### src/rtl/xmem_arbiter.sv
// rtl/xmem_arbiter.sv - two-master Wishbone classic arbiter with slave-ack watchdog
module xmem_arbiter #(
    parameter int TIMEOUT = 1023
) (
    input  logic        clk,
    input  logic        rst_n,
    input  logic [29:0] m0_adr_i,
    input  logic [31:0] m0_dat_i,
    output logic [31:0] m0_dat_o,
    input  logic        m0_we_i,
    input  logic [3:0]  m0_sel_i,
    input  logic        m0_stb_i,
    input  logic        m0_cyc_i,
    output logic        m0_ack_o,
    output logic        m0_err_o,
    input  logic [29:0] m1_adr_i,
    input  logic [31:0] m1_dat_i,
    output logic [31:0] m1_dat_o,
    input  logic        m1_we_i,
    input  logic [3:0]  m1_sel_i,
    input  logic        m1_stb_i,
    input  logic        m1_cyc_i,
    output logic        m1_ack_o,
    output logic        m1_err_o,
    output logic [29:0] s_adr_o,
    output logic [31:0] s_dat_o,
    input  logic [31:0] s_dat_i,
    output logic        s_we_o,
    output logic [3:0]  s_sel_o,
    output logic        s_stb_o,
    output logic        s_cyc_o,
    input  logic        s_ack_i,
    output logic [1:0]  gnt
);

    localparam logic [1:0] IDLE = 2'b00;
    localparam logic [1:0] G0   = 2'b01;
    localparam logic [1:0] G1   = 2'b10;
    localparam logic [9:0] TO   = 10'(TIMEOUT);

    logic [1:0] state_q, state_d;
    logic       last_q, last_d;
    logic [9:0] cnt_q, cnt_d;
    logic       abort_q, abort_d;
    logic       cyc_g, stb_g;
    logic       to_hit;

    always_comb begin
        s_adr_o = '0;
        s_dat_o = '0;
        s_sel_o = '0;
        s_we_o  = 1'b0;
        cyc_g   = 1'b0;
        stb_g   = 1'b0;
        case (state_q)
            G0: begin
                s_adr_o = m0_adr_i;
                s_dat_o = m0_dat_i;
                s_sel_o = m0_sel_i;
                s_we_o  = m0_we_i;
                cyc_g   = m0_cyc_i;
                stb_g   = m0_stb_i;
            end
            G1: begin
                s_adr_o = m1_adr_i;
                s_dat_o = m1_dat_i;
                s_sel_o = m1_sel_i;
                s_we_o  = m1_we_i;
                cyc_g   = m1_cyc_i;
                stb_g   = m1_stb_i;
            end
            default: ;
        endcase
    end

    assign s_cyc_o  = cyc_g;
    assign s_stb_o  = cyc_g & stb_g & ~abort_q;
    assign gnt      = {state_q == G1, state_q == G0};
    assign m0_dat_o = s_dat_i;
    assign m1_dat_o = s_dat_i;
    // s_stb_o already excludes the abort cycle, so ack and err are exclusive
    assign m0_ack_o = (state_q == G0) & s_ack_i & s_stb_o;
    assign m1_ack_o = (state_q == G1) & s_ack_i & s_stb_o;
    assign m0_err_o = (state_q == G0) & abort_q;
    assign m1_err_o = (state_q == G1) & abort_q;

    // last_q = 1 means m1 was served most recently, so m0 wins a tie
    always_comb begin
        state_d = state_q;
        last_d  = last_q;
        case (state_q)
            IDLE: begin
                if (m0_cyc_i && m1_cyc_i) state_d = last_q ? G0 : G1;
                else if (m0_cyc_i)        state_d = G0;
                else if (m1_cyc_i)        state_d = G1;
            end
            G0: begin
                if (!m0_cyc_i) begin
                    last_d  = 1'b0;
                    state_d = m1_cyc_i ? G1 : IDLE;
                end
            end
            G1: begin
                if (!m1_cyc_i) begin
                    last_d  = 1'b1;
                    state_d = m0_cyc_i ? G0 : IDLE;
                end
            end
            default: state_d = IDLE;
        endcase
    end

    // An ack arriving on the limit cycle wins over the timeout
    assign to_hit  = s_stb_o & ~s_ack_i & (cnt_q == TO);
    assign abort_d = to_hit;
    assign cnt_d   = ((state_d != state_q) || !s_stb_o || s_ack_i || to_hit) ? 10'd0
                                                                            : cnt_q + 10'd1;

    always_ff @(posedge clk or negedge rst_n) begin
        if (!rst_n) begin
            state_q <= IDLE;
            last_q  <= 1'b1;
            cnt_q   <= 10'd0;
            abort_q <= 1'b0;
        end else begin
            state_q <= state_d;
            last_q  <= last_d;
            cnt_q   <= cnt_d;
            abort_q <= abort_d;
        end
    end

endmodule

### config.mk
export PLATFORM = sky130hd
export DESIGN_NAME = xmem_arbiter
export DESIGN_NICKNAME = d
export VERILOG_FILES = /design/src/rtl/xmem_arbiter.sv
export SDC_FILE = /design/constraint.sdc
export NUM_CORES = 1
export LEC_CHECK = 0
export BUFFER_PORTS_ARGS = -buffer_cell sky130_fd_sc_hd__buf_2
export CAP_MARGIN = 20
export CELL_PAD_IN_SITES_DETAIL_PLACEMENT = 1
export CELL_PAD_IN_SITES_GLOBAL_PLACEMENT = 2
export CORE_ASPECT_RATIO = 0.7
export CORE_UTILIZATION = 15
export DETAILED_ROUTE_END_ITERATION = 6
export PLACE_DENSITY = 0.89
export SYNTH_ARGS = -nofsm -noshare
export SYNTH_HDL_FRONTEND = slang
export SYNTH_SLANG_ARGS = --single-unit
### constraint.sdc
create_clock -name clk -period 5.4 [get_ports clk]
set_input_delay 1.08 -clock clk [delete_from_list [all_inputs] [get_ports clk]]
set_output_delay 1.08 -clock clk [all_outputs]
set_load 0.01 [all_outputs]
==> impl_metrics.toml <==
[clock_network]
hold_buffers = 0
cts.repair.resized = 0
clock_sinks = 14
tritoncts = "done"
clk_latency_ns = 0.24
cts_buffer_depth = 2
htree_levels = 1
cts_root_buf = "clkbuf_16"
cts_setup_buffers = 0
cts_buffers = 3
clk_pin_slew_ns = 0.05

[setup_path]
cp.arrival_ns = 2.61
crit_path_max_incr_delay_ns = 0.98
startpoint_type = "flip-flop"
crit_slowest_cell = "ha_2"
crit_path_max_fanout = 69
cp_top_family = "adder cells"
worstSetupPathType = "reg2out"
setup.worst_path.end_class = "primary output"
critical_path_buf_inv_count = 2
cp_cell_sequence = "inv_1 -> ha_2 -> and2_1 -> and3b_1 -> and3_1 -> buf_2"
critical_path_required_ns = 4.32

[power]
peakVddDrop_v = 0.000236
seqPwrFrac_pct = 10.2
power_frac_comb_pct = 78.0
p_per_area_nw_per_um2 = 399
power.net_switching_uw = 651
sw_frac_of_total_pct = 48.7
clkPwrFrac_pct = 11.8
internal_power_uw = 685
power_leakage_nw = 1.62

[global_route]
top_usage_layer = "met2"
grt_use_total_pct = 10.8
met1_usage_pct = 13.6
antenna_found_initial = 0
grt_pass1_vias = 2688
gr-total-overflow = 0
grtUsageMet3_pct = 2.88
grt_max_degree = 70
grtUsageMet2_pct = 19.0
grt_pass1_wl_um = 14500

[synthesis]
synthArstFlopShare_pct = 100
avgSynthCellArea_um2 = 7.72
synth_area_um2 = 2480
synth_top_area_share_pct = 20.3
yosysMostFrequentCell = "nor2b_1"
synth_common_cells = "68 x nor2b_1, 67 x a22oi_1, 67 x buf_4"
synth_edf_count = 0
syn-instance-count = 321
yosysSeqAreaShare_pct = 14.2
ys_top_cells_by_area = "a22oi_1 20%, buf_4 20%, nor2b_1 17%"
ys_ff_latch = 14
synth_fp_nets = 500
synth_top_area_cell = "a22oi_1"
synthFlopType = "dfrtp_1"
ys_types = 40
ys_warn_count = 0

[timing]
finalCritPeriodShare_pct = 68.3
grt_setup_unrepaired = "false"
max-slew-margin-rel_pct = 33.0
tightest_slew_ns = 1.01
maxSlewViolCount = 0
max_freq_mhz = 271
clock_skew_ns = 0.00365
finalHoldViolations = 0
period_needed_ns = 3.69
setup-violations-final = 0
tns_ns = 0

[layout]
final_nets = 633
diodes = 0
instances_no_fill = 673
drive_gt1_share_pct = 53.0
syn2layout_area_growth_pct = 35.0
fillers = 1993

[detailed_routing]
firstDrtPassIters = 4
vias = 2785
drc = 0
detail_route.iter0.violations = 106
wirelength_um = 10100
ant_nets = 0
vias_per_cell = 4.14
routedWlPerCell_um = 15.0

[place]
io_buffers = 215
dp.cells = 669
place_congestion = 0.752
dpl.hpwl_um = 8080

[floorplanning]
die_area_um2 = 17100
die_h_um = 110
core.rowCount = 38
die_x_um = 156
start_util_pct = 15.7
ios = 312
core_um2 = 15800

[min_path]
hold_class = "reg2reg"

[job]
cap_viol_max_count = 0

[run_status]
status = "finished clean"
==> final timing paths <==
path,cells after the start,slack [ns],start,endpoint
worst max-delay path,6,1.71,state_q[0],m1_ack_o
worst min-delay path,1,0.53,cnt_q[0],cnt_q[0]
worst max register to register,8,2.49,state_q[1],cnt_q[9]
worst min register to register,1,0.53,cnt_q[0],cnt_q[0]
max in group asynchronous,1,4.37,rst_n,last_q
min in group asynchronous,1,0.74,rst_n,abort_q
==> power groups by stage <==
stage	combinational [mW]	sequential, mW	clock [mW]
after floorplan	0.755	0.134	0
after global placement	1.05	0.137	0
after detailed placement	1.06	0.139	0
after CTS	1.06	0.137	0.162
after global routing	1.15	0.139	0.166
final	1.04	0.137	0.157
==> area by class of cell <==
| cell class | instances | area (µm²) | share of cell area (%) |
|---|---|---|---|
| Multi-Input combinational cell | 212 | 1520 | 45.3 |
| Timing Repair Buffer | 217 | 1090 | 32.6 |
| Sequential cell | 14 | 352 | 10.5 |
| Tap cell | 220 | 275 | 8.22 |
| Clock buffer | 4 | 88.8 | 2.65 |
| Inverter | 6 | 22.5 | 0.673 |
==> cells in the final DEF, fill, tap and decap left out, types with 2 or more instances in the layout <==
master     synthesis  routed
nand2_1            7       7
and2_1             4       4
and3b_1            2       2
nand3_1            4       4
a22o_1             2       2
nor2b_1           68      68
nor3_2             6       6
xnor2_1            6       6
dfrtp_1           13      13
buf_2              1     215
and3_1             3       3
a22oi_1           67      67
buf_4             67       2
inv_1              5       5
a21oi_1            3       3
nand4_1            3       3
clkbuf_16          0       3
ha_2               0       3
xor2_1             2       2
nor3_1             2       2
nor2_1            11      11
ha_1               6       3
==> registers in the layout (all words and copies together) (netlist names) <==
name and count:
abort_q 1, cnt_q 10, last_q 1, state_q 2
==> kinds of logic after synthesis <==
logic type | Yosys count | synth area share (%)
AOI/OAI and AO/OA | 80 | 24.5
xor gates and xnor gates | 8 | 2.83
adders and majority gates | 6 | 3.03
buffers and inverters | 95 | 24.9
DFF | 14 | 14.2
muxes | 1 | 0.404
and+or+nand+nor | 117 | 30.2
==> layer usage <==
metal  vias to the layer above  share of wire [%]
met1                      1303                 44
met5                         -                  0
li1                       1325                  -
met3                         4                7.7
met2                       153                 48
met4                         0               0.21
==> metrics by stage <==
stage          area (µm²)  worst slack (ns)  utilization, %  total power [mW]  hold slack [ns]
6_report             3350              1.71            21.1              1.34            0.525
4_1_cts              3350              1.63            21.1              1.36            0.521
5_1_grt              3350              1.46            21.1              1.45            0.546
3_5_place_dp         3260              1.90            20.6              1.20            0.512
2_1_floorplan        2480              2.41               -             0.889            0.470
3_3_place_gp         3260              1.96            20.6              1.19            0.505
Power figures use the tool's default switching activity.
